$ cat config.mk
export PLATFORM = sky130hd
export DESIGN_NAME = msg_decrypt_engine
export DESIGN_NICKNAME = d
export VERILOG_FILES = /design/src/rtl/msg_decrypt_engine.sv
export SDC_FILE = /design/constraint.sdc
export NUM_CORES = 1
export LEC_CHECK = 0
export BUFFER_PORTS_ARGS = -buffer_cell sky130_fd_sc_hd__buf_4
export CORE_UTILIZATION = 35
export CTS_CLUSTER_SIZE = 16
export DETAILED_ROUTE_END_ITERATION = 8
export PLACE_DENSITY = 0.61
export SKIP_LAST_GASP = 1
export SYNTH_ARGS = -nofsm -noshare
export SYNTH_HDL_FRONTEND = slang
export SYNTH_SLANG_ARGS = --single-unit
export TNS_END_PERCENT = 5
$ cat constraint.sdc
create_clock -name clk -period 7.7 [get_ports clk]
set_clock_uncertainty 0.1 [all_clocks]
set_input_delay 1.155 -clock clk [delete_from_list [all_inputs] [get_ports clk]]
set_output_delay 1.155 -clock clk [all_outputs]
set_load 0.05 [all_outputs]
$ cat src/rtl/msg_decrypt_engine.sv
// msg_decrypt_engine: recovers an LFSR-scrambled message held in data memory.
// Ciphertext at 64-127 is decoded, leading spaces are stripped into pre_len,
// and the plaintext plus space padding is written back to addresses 0-63.
// Optional feature macro: MSG_DEC_PARITY_CHECK_EN (bit 7 of each ciphertext
// byte is checked as parity; failing bytes are counted and written as '?').
module msg_decrypt_engine (
  input  logic       clk,
  input  logic       rst,
  input  logic       start,
  output logic [7:0] mem_addr,
  output logic       mem_wr_en,
  output logic [7:0] mem_wdata,
  input  logic [7:0] mem_rdata,
  output logic       done,
  output logic       fail,
  output logic [3:0] pt_no,
  output logic [6:0] pre_len,
  output logic [6:0] parity_errs
);

  typedef enum logic [2:0] {IDLE, LOAD, SEARCH, DECODE, PAD, DONE} state_t;

  state_t      r_state;
  state_t      w_nextState;

  logic [6:0]  r_buf [0:9];
  logic [3:0]  r_cnt;
  logic [3:0]  r_k;
  logic [3:0]  r_i;
  logic [6:0]  r_lfsr;
  logic [5:0]  r_byte;
  logic [1:0]  r_phase;
  logic [6:0]  r_wptr;
  logic        r_allSp;
  logic [7:0]  r_addr;
  logic        r_wrEn;
  logic [7:0]  r_wdata;
  logic        r_done;
  logic        r_fail;
  logic [3:0]  r_ptNo;
  logic [6:0]  r_preLen;
  logic [6:0]  r_parityErrs;

  logic [6:0]  w_seed;
  logic [6:0]  w_tap;
  logic [6:0]  w_step;
  logic        w_match;
  logic [6:0]  w_p;
  logic        w_isSpace;
  logic        w_parityBad;

  // Tap polynomial table indexed by pattern number
  function automatic logic [6:0] tapOf(input logic [3:0] k);
    case (k)
      4'd0:    tapOf = 7'h60;
      4'd1:    tapOf = 7'h48;
      4'd2:    tapOf = 7'h78;
      4'd3:    tapOf = 7'h72;
      4'd4:    tapOf = 7'h6A;
      4'd5:    tapOf = 7'h69;
      4'd6:    tapOf = 7'h5C;
      4'd7:    tapOf = 7'h7E;
      4'd8:    tapOf = 7'h7B;
      default: tapOf = 7'h00;
    endcase
  endfunction

  // The first ciphertext byte always hides a space, so it reveals the seed
  assign w_seed    = r_buf[0] ^ 7'h20;
  assign w_tap     = tapOf(r_k);
  assign w_step    = {r_lfsr[5:0], ^(r_lfsr & w_tap)};
  assign w_match   = ((r_buf[r_i] ^ w_step) == 7'h20);
  assign w_p       = mem_rdata[6:0] ^ r_lfsr;
  assign w_isSpace = (w_p == 7'h20);

`ifdef MSG_DEC_PARITY_CHECK_EN
  assign w_parityBad = (mem_rdata[7] != ^mem_rdata[6:0]);
`else
  logic w_unusedParityBit;
  assign w_unusedParityBit = mem_rdata[7];
  assign w_parityBad       = 1'b0;
`endif

  // State register
  always_ff @(posedge clk or posedge rst) begin
    if (rst) r_state <= IDLE;
    else     r_state <= w_nextState;
  end

  // Next-state selection; start is only honoured in IDLE and DONE
  always_comb begin
    w_nextState = r_state;
    case (r_state)
      IDLE:    if (start) w_nextState = LOAD;
      LOAD:    if (r_cnt == 4'd11) w_nextState = SEARCH;
      SEARCH: begin
        if (w_match && (r_i == 4'd9))     w_nextState = DECODE;
        else if (!w_match && (r_k == 4'd8)) w_nextState = DONE;
      end
      DECODE:  if ((r_phase == 2'd2) && (r_byte == 6'd63)) w_nextState = PAD;
      PAD:     if (r_wptr[6]) w_nextState = DONE;
      DONE:    if (start) w_nextState = LOAD;
      default: w_nextState = IDLE;
    endcase
  end

  // Datapath: preamble load, tap search, decode/write-back and padding
  always_ff @(posedge clk or posedge rst) begin
    if (rst) begin
      for (int j = 0; j < 10; j++) r_buf[j] <= 7'd0;
      r_cnt        <= 4'd0;
      r_k          <= 4'd0;
      r_i          <= 4'd1;
      r_lfsr       <= 7'd0;
      r_byte       <= 6'd0;
      r_phase      <= 2'd0;
      r_wptr       <= 7'd0;
      r_allSp      <= 1'b0;
      r_addr       <= 8'd0;
      r_wrEn       <= 1'b0;
      r_wdata      <= 8'd0;
      r_done       <= 1'b0;
      r_fail       <= 1'b0;
      r_ptNo       <= 4'd0;
      r_preLen     <= 7'd0;
      r_parityErrs <= 7'd0;
    end else begin
      r_wrEn <= 1'b0;
      case (r_state)
        IDLE, DONE: begin
          if (start) begin
            r_done       <= 1'b0;
            r_fail       <= 1'b0;
            r_ptNo       <= 4'd0;
            r_preLen     <= 7'd0;
            r_parityErrs <= 7'd0;
            r_cnt        <= 4'd0;
          end
        end
        LOAD: begin
          // Read addresses are issued two cycles ahead of their data
          if (r_cnt < 4'd10) r_addr <= 8'd64 + {4'd0, r_cnt};
          if (r_cnt >= 4'd2) r_buf[r_cnt - 4'd2] <= mem_rdata[6:0];
          r_cnt <= r_cnt + 4'd1;
          if (r_cnt == 4'd11) begin
            r_k    <= 4'd0;
            r_i    <= 4'd1;
            r_lfsr <= w_seed;
          end
        end
        SEARCH: begin
          if (w_match) begin
            if (r_i == 4'd9) begin
              r_ptNo  <= r_k;
              r_lfsr  <= w_seed;
              r_byte  <= 6'd0;
              r_phase <= 2'd0;
              r_wptr  <= 7'd0;
              r_allSp <= 1'b1;
            end else begin
              r_lfsr <= w_step;
              r_i    <= r_i + 4'd1;
            end
          end else if (r_k == 4'd8) begin
            r_fail <= 1'b1;
            r_done <= 1'b1;
          end else begin
            r_k    <= r_k + 4'd1;
            r_i    <= 4'd1;
            r_lfsr <= w_seed;
          end
        end
        DECODE: begin
          case (r_phase)
            2'd0: begin
              r_addr  <= {2'b01, r_byte};
              r_phase <= 2'd1;
            end
            2'd1: r_phase <= 2'd2;
            default: begin
              r_lfsr <= w_step;
              if (r_allSp && w_isSpace) begin
                r_preLen <= r_preLen + 7'd1;
              end else begin
                r_allSp <= 1'b0;
                r_addr  <= {1'b0, r_wptr};
                r_wrEn  <= 1'b1;
                r_wdata <= w_parityBad ? 8'h3F : {1'b0, w_p};
                r_wptr  <= r_wptr + 7'd1;
              end
`ifdef MSG_DEC_PARITY_CHECK_EN
              if (w_parityBad && (r_parityErrs != 7'h7F))
                r_parityErrs <= r_parityErrs + 7'd1;
`endif
              r_phase <= 2'd0;
              r_byte  <= r_byte + 6'd1;
            end
          endcase
        end
        PAD: begin
          // One idle cycle after the last write keeps the strobe out of DONE
          if (r_wptr[6]) begin
            r_done <= 1'b1;
          end else begin
            r_addr  <= {1'b0, r_wptr};
            r_wrEn  <= 1'b1;
            r_wdata <= 8'h20;
            r_wptr  <= r_wptr + 7'd1;
          end
        end
        default: ;
      endcase
    end
  end

  assign mem_addr    = r_addr;
  assign mem_wr_en   = r_wrEn;
  assign mem_wdata   = r_wdata;
  assign done        = r_done;
  assign fail        = r_fail;
  assign pt_no       = r_ptNo;
  assign pre_len     = r_preLen;
  assign parity_errs = r_parityErrs;

endmodule

==> results of run 1 <==
tightest hold or removal path, stage by stage, from the launching register on:
cell,delay [ns]
dfrtp_1,0.34
nand2_1,0.04
o21ai_0,0.06
sequential cells by signal, summed over array words and instances (netlist names), 2 cells and up:
name and cells:
r_lfsr 7, r_state 3, r_i 4, pt_no 4, r_k 4, pre_len 7, mem_wdata 7, mem_addr 7
r_phase 2, r_wptr 7, r_cnt 4, r_byte 6, r_buf 70
synthesized netlist by cell type (all sizes together) (5+ instances only):
library cell    n
dfrtp         135
mux2           88
nand2          57
o21ai          50
nor2           44
mux2i          30
clkbuf         24
a21oi          22
buf            21
ha             18
inv            16
nand3          16
nor3           16
xnor2          15
o31ai          12
and3            8
mux4            8
nand4           8
nor2b           8
a31oi           7
nand2b          7
xor2            7
nand3b          6
a22o            5
a22oi           5
or3             5
routing by layer:
layer	share of wire (%)	vias to the layer above	GRT usage (%)
li1	-	2536	-
met1	49	2680	23.3
met2	47	105	27.0
met3	3.3	16	3.52
met4	0.96	0	4.18
met5	0	-	0
per-stage QoR:
stage	total power, µW	worst slack [ns]	area (µm²)	instances
floorplan	2380	2.81	7600	695
global placement	2670	3.58	7990	968
detailed placement	2700	3.53	7990	968
CTS	3540	3.75	8580	1000
global route	3730	3.57	8580	1000
finish	3520	3.76	8580	1000
layout make-up:
cell class	instances	area (µm²)
Clock buffer	17	425
Multi-Input combinational cell	497	3840
Clock inverter	15	168
Timing Repair Buffer	44	330
Fill cell	2062	12500
Inverter	16	65.1
Sequential cell	136	3400
Tap cell	275	344
cells in the final DEF (no fill, tap or decap), types with 3 or more instances in the layout:
cell,instances
inv_6,6
mux2i_1,29
a22o_1,4
dfrtp_1,135
o211ai_1,3
a21oi_1,20
mux2_1,7
conb_1,9
nor4b_1,4
a31oi_1,6
o21ai_0,44
o31ai_1,10
mux2_2,80
nand3b_1,6
inv_1,15
xor2_1,6
a211o_1,3
buf_4,44
clkbuf_16,17
nor2b_1,7
or3_1,4
nand2_1,57
nand2b_1,7
ha_1,18
clkinv_4,4
nor2_1,43
mux4_2,7
or2_2,3
a222oi_1,4
nor3_1,14
a22oi_1,5
o21ai_1,5
a221oi_1,3
xnor2_1,13
and3_1,8
nand3_1,15
nand4_1,8
power by group through the flow:
stage               combinational (µW)  sequential (µW)  clock (µW)
floorplan                         1140             1240           0
global placement                  1410             1260           0
detailed placement                1430             1270           0
CTS                               1440             1260         839
global route                      1550             1310         869
finish                            1430             1260         823
logic make-up (layout without fill, tap and decap cells):
group / Yosys count / in the layout / synth area share [%]
flops: 136 / 136 / 45.0
fa+ha+maj: 18 / 18 / 2.98
xor+xnor: 22 / 22 / 2.99
compound gates: 127 / 127 / 11.4
buf+inv: 62 / 92 / 4.60
simple gates: 195 / 195 / 13.3
mux: 126 / 126 / 19.7
other cells: 1 / 9 / 0.0496
path summary, 6_finish.rpt:
kind	startpoint	end	slack (ns)	cells past startpoint
setup / recovery	r_i[0]	r_lfsr[1]	3.76	10
hold / removal	mem_addr[1]	mem_addr[1]	0.38	2
setup reg to reg	r_i[0]	r_lfsr[1]	3.76	10
hold reg to reg	mem_addr[1]	mem_addr[1]	0.38	2
max in group asynchronous	rst	r_buf[1]	5.40	3
min in group asynchronous	rst	r_wptr[3]	0.68	2
==> impl_results.md, run 1 <==
- Outcome: finished, final reports clean
- Vias per cell: 5.34
- Setup TNS: 0 ns
- Iteration-0 DRC count of the detailed router: 302
- Fmax: 254 MHz
- Final setup fails: 0
- Post-Syn Area per Cell: 11.0 µm²
- CP startpoint kind: flip-flop
- Overall routing resource usage: ~17%
- Delay of the slowest critical-path stage: 0.63 ns
- Power share of the sequential group: 35.9%
- Area share of the largest cell type after synthesis: 44.6%
- PD cells: 410 nW/µm²
- Static Leak: 0.00369 µW
- Number of global-route vias before repair: 5254
- CTS tree: built
- Number of top-level pins: 48
- Port buffer count: 37
- DRT Pass-1 Iters: 6
- Total wire length: 17.7 mm
- PostCTS Resize Cnt: 0
- Worst endpoint required time: 7.91 ns
- Effective utilization at floorplan: about 36%
- CTS Sinks: 136
- FP Rows: 53
- Unrepaired setup endpoints after global routing: false
- Area leader, netlist: dfrtp_1
- Synth Warn #: 0
- Vias: 5337
- IR Drop Worst-Case VDD: 0.167 mV
- Switching pwr: 1390 µW
- DP Wirelength: 12.2 mm
- Wire per inst: 17.7 µm
- CTS hold repair buffers: 0
- Htree depth: 4
- CTS buffer count: 17
- Top post-synthesis cells by area: dfrtp_1 (45%), mux2_2 (12%), mux2i_1 (3.8%)
- First-pass GRT wire length: 28.9 mm
- Clock Power Share: 23.4%
- Post-synth EDFFs: 0
- Max cap viols: 0
- Period utilization: 51.1%
- Antenna Cells: 0
- Worst-margin pin slew: 1.04 ns
- Int Pwr: 2120 µW
- Die area: 22200 µm²
- Layout cells sized above 1: 26.5%
- WS Path Type: reg -> reg
- Minimum clock period: 3.94 ns
- Switching Fraction: 39.6%
- Clock Tree Root: clkbuf_16
- Core box area: 21100 µm²
- Hold Vio Cnt, Final: 0
- Sequential cell area fraction in the yosys report: between 40 and 50%
- CTS Buffer Depth: 2
- Bufs and invs on worst path: 1
- Largest net degree at the start of global routing: 83
- Final nets: 741
- Rel. slew slack: 30.6%
- # DRC: 0
- #FFs+latches synth: between 100 and 150
- Main synth FF type: dfrtp_1
- Arr. time, crit path: 4.15 ns
- CP max stage cell: mux4_1
- Final Max Tran Viols: 0
- CP max FO: 31
- Final hold slack: 0.381 ns
- Hold crit path type: reg -> reg
- Setup Buffers After CTS: 0
- Final Core Density: 40.7%
- Combinational Power Share: between 40% and 50%
- Cell area after synthesis: 7570 µm²
- Die width: 149 µm
- Post-Synthesis Cells: between 600 and 700
- Distinct cells, synth: 83
- Final ANT Viol Nets: 0
- Clock latency at the later pin of the worst-skew pair: ~0.43 ns
- GP Congestion: 0.822
- Die Span Y: 149 µm
- Ys async rst share: 100%
- Initial antenna violation count: 0
- Clk pin slew, worst setup/hold paths: 0.06 ns
- Worst path cell trace: buf_4, mux4_1, nor2b_1, or3b_2, nand4_1, nor3_4, nand3_2, o31ai_4, mux2_1, mux2_2
- Setup crit end kind: flip-flop
- Area Growth Syn to Fin: 13.4%
- Total grt overflow: 0
- Top delay family on crit path: multiplexers
Power figures use the tool's default switching activity.
==> inputs of run 2 (changes only) <==
- ABC_AREA: unset -> 1
- PLACE_DENSITY: 0.61 -> 0.63
- clock period: 7.7 -> 3.4 ns (I/O delays scaled with it)
==> run 2 against run 1 <==
  * First-iteration DRC count up 59%
  * Critical path type unchanged
  * Non-clock buffer count up 9
  * Clock power up 140%
  * Final cell count up 42%
  * Worst setup slack worse by 3.3 ns
  * Synthesized cell count up 58%
  * Largest cell class unchanged
  * Worst hold slack worse by 0.22 ns
  * Via count up 31%
  * Sequential cell count unchanged
==> impl_results.md, run 2 <==
- Outcome: finished, final reports clean
- Total wire length: 20.5 mm
- Layout cells sized above 1: 11.7%
- Worst path cell trace: buf_4, nand2_1, nand2_1, nand2_1, nand3_1, nand3_1, nand2_1, nand2_1, nand2_1, nand2_1, nor2_1, nand3_4, nand2_4, nand4_4, nand2_4, nand2_1, nand2_1
- Cell area after synthesis: between 7000 and 8000 µm²
- Total grt overflow: 0
- Wire per inst: around 14 µm
- Sequential cell area fraction in the yosys report: 42.6%
- Top post-synthesis cells by area: dfrtp_1 (42%), nand2_1 (16%), o21ai_0 (8.2%)
- Crit path depth: 17
- Post-synth EDFFs: 0
- CTS Buffer Depth: 2
- Final ANT Viol Nets: 0
- DRT Pass-1 Iters: 5
- CTS buffer count: 17
- Placed Cells: 1384
- WS Path Type: reg -> reg
- Flop2flop setup slack: about 0.47 ns
- Commonest non-fill, non-tap cells in the layout: nand2_1 (330), dfrtp_1 (135), o21ai_0 (131)
- Bufs and invs on worst path: 1
- Distinct cells, synth: 45
- Final cell count without fillers: ~1.4k
- Setup TNS: 0 ns
- Die area: 23400 µm²
- CP startpoint kind: flip-flop
- Ys async rst share: 100%
- Overall routing resource usage: 18.5%
- IR Drop Worst-Case VDD: 0.342 mV
- # DRC: 0
- Final setup fails: 0
- Minimum clock period: around 2.9 ns
- Effective utilization at floorplan: 36.1%
- Number of global-route vias before repair: around 6.7k
- Top delay family on crit path: simple AND/OR/NAND/NOR gates
- Post-Syn Area per Cell: 7.34 µm²
- Post-Synthesis Cells: 1088
- Area leader, netlist: dfrtp_1
- CP max stage cell: dfstp_2
- Count leader, synth: nand2_1
- PD cells: 862 nW/µm²
- #FFs+latches synth: 136
- Synth top cells by count: nand2_1 (330), dfrtp_1 (135), o21ai_0 (131)
- Hold crit path type: in -> async
- Period utilization: 86.2%
- Final nets: 1152
- Vias per cell: between 4 and 5
- Die width: ~150 µm
- Number of top-level pins: 48
- Sequential cell area: 3400 µm²
- Critical path endpoint: mem_wdata[5]
- Max reg flops: 70
- Final Max Tran Viols: 0
- Multi-input combinational cell area: 3890 µm²
- Main synth FF type: dfrtp_1
- FP Rows: 54
- Htree depth: 4
- Setup crit end kind: flip-flop
- Unrepaired setup endpoints after global routing: false
- DP Wirelength: 14.7 mm
- Clk pin slew, worst setup/hold paths: 0.06 ns
- Area share of the largest cell type after synthesis: 42.3%
- Fill cells: 2251
- Rel. slew slack: 39.0%
- CP max FO: 24
- Worst endpoint required time: roughly 3.7 ns
- Largest net degree at the start of global routing: 47
- Worst-margin pin slew: 0.912 ns
- Worst r2r path cells: 17
- Reg2Reg Launch Point: r_i[0]
- Fmax: 341 MHz
- Initial antenna violation count: 0
- Static Leak: 0.00468 µW
- Max cap viols: 0
- Antenna Cells: 0
- Synth Warn #: 0
- GP Congestion: 0.814
- Arr. time, crit path: approximately 3.2 ns
- R2R Path End: mem_wdata[5]
- Most common cell after layout, fill and taps aside: nand2_1
- Area Growth Syn to Fin: 14.9%
- Clock Tree Root: clkbuf_16
- First-pass GRT wire length: around 34 mm
- Hold Vio Cnt, Final: 0
- Die Span Y: 153 µm
- CTS Sinks: 136
- Vias: 6998
- Port buffer count: 37
- CP startpoint: r_i[0]
- Clock latency at the later pin of the worst-skew pair: 0.43 ns
- Core box area: approximately 22000 µm²
- Delay of the slowest critical-path stage: between 0.5 and 0.6 ns
- Setup Buffers After CTS: 0
- CTS tree: built
- Most used cell, CP: nand2_1
- PostCTS Resize Cnt: 0
- Reg with most FFs: r_buf
- Iteration-0 DRC count of the detailed router: 481
- CTS hold repair buffers: 0
## run 2: worst min-delay path by stage
stage / startpoint / endpoint / slack [ns] / depth (start not counted)
after floorplan: r_buf[7] / r_buf[7] / 0.35 / 2
after global placement: r_buf[28] / r_buf[28] / 0.36 / 2
after detailed placement: r_buf[58] / r_buf[58] / 0.37 / 2
after CTS: rst / mem_addr[2] / 0.20 / 2
after global routing: mem_rdata[3] / r_buf[3] / 0.21 / 3
final: rst / mem_addr[2] / 0.16 / 2
## run 2: stage by stage
step	cell area (µm²)	utilization (%)	setup WS, ns	total power (µW)	hold WS [ns]
6_report	9180	41.5	0.469	7920	0.164
5_1_grt	9180	41.5	0.187	8530	0.215
4_1_cts	9180	41.5	0.431	7950	0.203
3_5_place_dp	8540	38.7	0.504	5920	0.368
3_3_place_gp	8540	38.7	0.519	5870	0.361
2_1_floorplan	8020	-	0.984	5050	0.345
## run 2: power by group
| part | switching (µW) | leakage, µW | internal (µW) | total, µW |
|---|---|---|---|---|
| clock network | 754 | 0.000308 | 1250 | 2010 |
| logic | 2330 | 0.00285 | 1060 | 3390 |
| registers | 370 | 0.00152 | 2140 | 2510 |
## run 2: layer usage
| metal | vias up | global-route usage (%) | part of all wire (%) |
|---|---|---|---|
| met3 | 20 | 3.32 | 4.3 |
| li1 | 3571 | - | - |
| met4 | 0 | 4.28 | 0.79 |
| met5 | - | 0 | 0 |
| met2 | 147 | 30.5 | 47 |
| met1 | 3260 | 25.1 | 48 |
## run 2: kinds of logic (layout without fill, tap and decap cells)
| kind of cell | count (synthesis) | in the layout | share of synthesized area (%) |
|---|---|---|---|
| DFF | 136 | 136 | 42.6 |
| and+or+nand+nor | 555 | 555 | 30.8 |
| AOI/OAI and AO/OA | 191 | 191 | 12.7 |
| adders and majority gates | 18 | 18 | 2.82 |
| buffers and inverters | 170 | 210 | 9.13 |
| xor gates and xnor gates | 17 | 17 | 1.86 |
| other | 1 | 9 | 0.0470 |
## run 2: cell type report
| type | count | share of cell area (%) |
|---|---|---|
| Clock buffer | 19 | 4.83 |
| Clock inverter | 13 | 2.11 |
| Inverter | 125 | 5.18 |
| Sequential cell | 136 | 37.1 |
| Tap cell | 280 | 3.82 |
| Multi-Input combinational cell | 790 | 42.4 |
| Timing Repair Buffer | 53 | 4.61 |
